[src/rtl/uart_tx_arbiter.sv]
// Round-robin arbiter that shares one UART transmitter byte port among several requesters.
// The owner keeps the grant until a Last byte is accepted or the burst limit is reached.
module uart_tx_arbiter #(
    parameter int unsigned NumReq     = 4,
    parameter int unsigned BurstLimit = 16
) (
    input  logic                clk_i,
    input  logic                rst_i,
    input  logic [8*NumReq-1:0] req_data_i,
    input  logic [NumReq-1:0]   req_valid_i,
    input  logic [NumReq-1:0]   req_last_i,
    output logic [NumReq-1:0]   req_ready_o,
    output logic [7:0]          tx_data_o,
    output logic                tx_valid_o,
    input  logic                tx_ready_i,
    output logic [NumReq-1:0]   grant_o,
    output logic                busy_o
);

    localparam int unsigned PtrW  = $clog2(NumReq);
    localparam logic [8:0]  Limit = 9'(BurstLimit);

    typedef enum logic {StIdle, StLocked} state_e;

    state_e              state_q, state_d;
    logic [NumReq-1:0]   grant_q, grant_d;
    logic [PtrW-1:0]     ptr_q, ptr_d;
    logic [7:0]          count_q, count_d;
    logic [PtrW-1:0]     owner_idx, sel_idx;
    logic                found, xfer, limit_hit;

    always_comb begin
        owner_idx = '0;
        for (int unsigned i = 0; i < NumReq; i++) begin
            if (grant_q[i]) owner_idx = PtrW'(i);
        end
    end

    // First pass covers ptr..NumReq-1, second pass the wrapped part 0..ptr-1.
    always_comb begin
        found   = 1'b0;
        sel_idx = '0;
        for (int unsigned i = 0; i < NumReq; i++) begin
            if (!found && req_valid_i[i] && (i >= 32'(ptr_q))) begin
                found   = 1'b1;
                sel_idx = PtrW'(i);
            end
        end
        for (int unsigned i = 0; i < NumReq; i++) begin
            if (!found && req_valid_i[i]) begin
                found   = 1'b1;
                sel_idx = PtrW'(i);
            end
        end
    end

    always_comb begin
        state_d     = state_q;
        grant_d     = grant_q;
        ptr_d       = ptr_q;
        count_d     = count_q;
        req_ready_o = '0;
        tx_data_o   = 8'h00;
        tx_valid_o  = 1'b0;
        xfer        = 1'b0;
        limit_hit   = 1'b0;
        unique case (state_q)
            StIdle: begin
                if (found) begin
                    state_d = StLocked;
                    grant_d = NumReq'(1) << sel_idx;
                    count_d = '0;
                end
            end
            StLocked: begin
                tx_data_o   = req_data_i[{owner_idx, 3'b000} +: 8];
                tx_valid_o  = req_valid_i[owner_idx];
                req_ready_o = grant_q & {NumReq{tx_ready_i}};
                xfer        = tx_valid_o & tx_ready_i;
                limit_hit   = (Limit != 9'd0) && (({1'b0, count_q} + 9'd1) == Limit);
                if (xfer) begin
                    if (req_last_i[owner_idx] || limit_hit) begin
                        state_d = StIdle;
                        grant_d = '0;
                        count_d = '0;
                        ptr_d   = (owner_idx == PtrW'(NumReq - 1)) ? '0 : owner_idx + 1'b1;
                    end else if (count_q != 8'hFF) begin
                        count_d = count_q + 8'd1;
                    end
                end
            end
            default: ;
        endcase
    end

    always_ff @(posedge clk_i) begin
        if (rst_i) begin
            state_q <= StIdle;
            grant_q <= '0;
            ptr_q   <= '0;
            count_q <= '0;
        end else begin
            state_q <= state_d;
            grant_q <= grant_d;
            ptr_q   <= ptr_d;
            count_q <= count_d;
        end
    end

    assign grant_o = grant_q;
    assign busy_o  = (state_q == StLocked);

endmodule

[config.mk]
export PLATFORM = sky130hd
export DESIGN_NAME = uart_tx_arbiter
export DESIGN_NICKNAME = d
export VERILOG_FILES = /design/src/rtl/uart_tx_arbiter.sv
export SDC_FILE = /design/constraint.sdc
export NUM_CORES = 1
export LEC_CHECK = 0
export ABC_AREA = 1
export BUFFER_PORTS_ARGS = -buffer_cell sky130_fd_sc_hd__buf_2
export CAP_MARGIN = 5
export CORE_ASPECT_RATIO = 0.6
export CORE_MARGIN = 3
export CORE_UTILIZATION = 43
export CTS_BUF_LIST = sky130_fd_sc_hd__clkbuf_16
export CTS_CLUSTER_SIZE = 20
export DETAILED_ROUTE_END_ITERATION = 12
export GPL_ROUTABILITY_DRIVEN = 0
export GPL_TIMING_DRIVEN = 0
export PLACE_DENSITY_LB_ADDON = 0.3
export RECOVER_POWER = 100
export SLEW_MARGIN = 15
export SYNTH_ARGS = -nofsm -noshare
export SYNTH_HDL_FRONTEND = slang
export SYNTH_SLANG_ARGS = --single-unit
[constraint.sdc]
create_clock -name clk_i -period 1.9 [get_ports clk_i]
set_clock_uncertainty 0.1 [all_clocks]
set_input_delay 0.285 -clock clk_i [delete_from_list [all_inputs] [get_ports clk_i]]
set_output_delay 0.285 -clock clk_i [all_outputs]
set_load 0.03 [all_outputs]
==> results.sh <==
export IMPL_reg2reg_slack_ns=0.06
export IMPL_synth_cell_area_um2=1458
export IMPL_dr_pass1_iters=4
export IMPL_antenna_cells=0
export IMPL_ios=61
export IMPL_p_leak_uw=0.001021
export IMPL_h_tree_depth=1
export IMPL_synth_seq_cells=15
export IMPL_dr_first_iter_drc_count=89
export IMPL_crit_arrival_ns=1.60
export IMPL_power_density_nw_per_um2=585.3
export IMPL_grt_pass1_vias=1674
export IMPL_die_y_um=51.10
export IMPL_hold_path_end="grant_o[3]"
export IMPL_via_count=1974
export IMPL_synth_warnings=0
export IMPL_cts_root_buffer="clkbuf_16"
export IMPL_core_um2=3040
export IMPL_hp_start="rst_i"
export IMPL_cts_made_buffers=3
export IMPL_crit_path_top_delay_cell="dfxtp_4"
export IMPL_slew_headroom_pct=72.86
export IMPL_cpPeakStageDelay_ns=0.37
export IMPL_maxCapViolations=0
export IMPL_fin_hold_ws_ns=0.1596
export IMPL_track_usage_pct=24.14
export IMPL_crit_fanout=10
export IMPL_nets=372
export IMPL_clock_sinks=15
export IMPL_fin_ws_ns=-0.08472
export IMPL_routed_wl_mm=5.289
export IMPL_tightest_slew_ns=0.4071
export IMPL_fin_cells=368
export IMPL_die_w_um=81.17
export IMPL_hold_path_class="in2reg"
export IMPL_start_util_pct=47.94
export IMPL_ant_nets=0
export IMPL_maxSlewViolCount=0
export IMPL_cts_clk_slew_worst_paths_ns=0.05
export IMPL_wire_per_inst_um=14.37
export IMPL_route_detailed_drc=0
export IMPL_seq_area_frac_synth_pct=20.60
export IMPL_whs_path_depth=2
export IMPL_gr_total_overflow=0
export IMPL_r2r_end="count_q[7]"
export IMPL_num_rows=15
export IMPL_grt_pass1_wl_mm=7.852
export IMPL_final_common_cell="nor2_1"
export IMPL_violations="negative setup slack"
export IMPL_rr_worst_depth=9
export IMPL_worstSetupPathType="reg2out"
export IMPL_dp_cells=349
export IMPL_area_delta_synth_final_pct=53.82
export IMPL_synth_nets=292
export IMPL_clock_path_buffers=2
export IMPL_max_freq_mhz=503.9
export IMPL_finalSetupViolCount=9
export IMPL_critical_path_cell_chain="inv_1 -> buf_2 -> nor2_1 -> nor2_1 -> o21ai_2 -> a21oi_2 -> buf_6"
export IMPL_cpMostUsedCell="nor2_1"
export IMPL_drive_above_1_share_pct=44.79
export IMPL_die_area_um2=4148
export IMPL_cts_tree="done"
export IMPL_clk_insertion_delay_late_ns=0.25
export IMPL_cp_start_kind="flip-flop"
export IMPL_final_cell_mix="nor2_1, buf_2, nand2_1, inv_1, nand3_1"
export IMPL_vdd_drop_max_v=0.0007618
export IMPL_avgSynthCellArea_um2=5.901
export IMPL_critPathTopFamily="buffers and inverters"
export IMPL_final_cell_area_um2=2242
export IMPL_grt_max_degree=11
export IMPL_finalHoldViolCount=0
export IMPL_rsz0062_at_grt="yes"
export IMPL_status="finished with violations"
export IMPL_ys_types=30
export IMPL_io_buffer_count=60
export IMPL_finalCritPeriodShare_pct=104.5
export IMPL_drt_vias_per_instance=5.364
export IMPL_placed_area_um2=1863
export IMPL_endpoint_kind="primary output"
export IMPL_crit_buf_inv=3
export IMPL_post_dp_hpwl_mm=3.532
export IMPL_fin_crit_ns=1.985
export IMPL_antenna_found_initial=0
export IMPL_rr_startpoint="grant_o[1]"
export IMPL_required_ns=1.51
export IMPL_synth_cells=247
-- cells by family after synthesis --
group                    count (synthesis)  synth area share [%]
adder cells (fa/ha/maj)                  2                 1.716
AND/OR/NAND/NOR                        143                 46.70
flip-flops                              15                 20.60
AO/OA/AOI/OAI                           52                 20.60
buffers and inverters                   35                 10.39
-- metrics by stage --
| step | power (uW) | TNS [ns] | utilization, % | worst slack [ns] |
|---|---|---|---|---|
| detailed placement | 786.4 | -3.122 | 61.28 | -0.3387 |
| finish | 1312 | -0.5145 | 73.74 | -0.08472 |
| CTS | 1282 | -0.6366 | 70.49 | -0.1191 |
| floorplan | 664.2 | -1.389 | - | -0.1354 |
| global route | 1380 | -1.447 | 73.74 | -0.1605 |
| global placement | 781.6 | -2.591 | 61.28 | -0.3322 |
-- metal layers --
metal | GRT usage, % | wire length (um) | share of wire (%) | vias to the layer above
li1 | - | - | - | 979
met4 | 3.371 | 24 | 0.45 | 0
met5 | 0 | 0 | 0 | -
met2 | 37.19 | 2286 | 43 | 99
met3 | 7.570 | 591 | 11 | 2
met1 | 33.65 | 2387 | 45 | 894
-- worst max-delay path by stage --
| stage | start | endpoint | slack (ns) | cells after the start |
|---|---|---|---|---|
| floorplan | busy_o | req_ready_o[1] | -0.14 | 2 |
| global placement | grant_o[2] | tx_data_o[0] | -0.33 | 7 |
| detailed placement | grant_o[2] | tx_data_o[0] | -0.34 | 7 |
| CTS | grant_o[2] | tx_data_o[0] | -0.12 | 7 |
| global route | grant_o[3] | tx_data_o[4] | -0.16 | 7 |
| finish | grant_o[3] | tx_data_o[2] | -0.08 | 7 |
-- Yosys cell counts (all sizes together) --
library cell	number	share of area, %
nor2	61	17
nand2	44	12
o21ai	25	9.4
inv	24	6.2
a21oi	23	8.9
nand3	21	8.8
dfxtp	15	21
nand4	13	6.6
clkbuf	6	1.8
buf	3	1.9
nor3	3	1.0
clkinv	2	0.52
ha	2	1.7
o211ai	2	1.4
nand3b	1	0.52
o21bai	1	0.52
o22ai	1	0.43
-- report_power, final --
part           internal [uW]  switching [uW]  total, uW
combinational            204             297        501
clock                    284             149        433
sequential               338            41.0        379
total                    825             487       1310
-- repair_timing --
action	in CTS	in global routing
setup endpoints to repair	25	24
resized for setup	56	24
pin swaps	3	10
hold buffers	0	0
cloned	0	1
buffers inserted	7	7
-- area by class of cell --
class                   instances  area, um2
clock buffers                   3      75.07
inverters                      26      112.6
repair buffers                 75      459.2
well taps                      42      52.55
clock inverters                 1      7.507
fillers                       237      798.3
plain buffers                   9      80.08
flip-flops and latches         15      319.1
multi-input cells             197       1136
-- state kept, by name, indices dropped and copies added, names as in the netlist --
| register | count |
|---|---|
| grant_o | 4 |
| busy_o | 1 |
| ptr_q | 2 |
| count_q | 8 |
-- worst reg2reg max path, cell delays in order (launching register included) --
cell     delay (ns)
dfxtp_1        0.44
a21oi_4        0.10
buf_4          0.15
o21ai_1        0.20
nand3_2        0.14
o21ai_4        0.24
buf_6          0.18
nand3_1        0.08
nand2_1        0.06
nor2_1         0.04
Power figures use the tool's default switching activity.
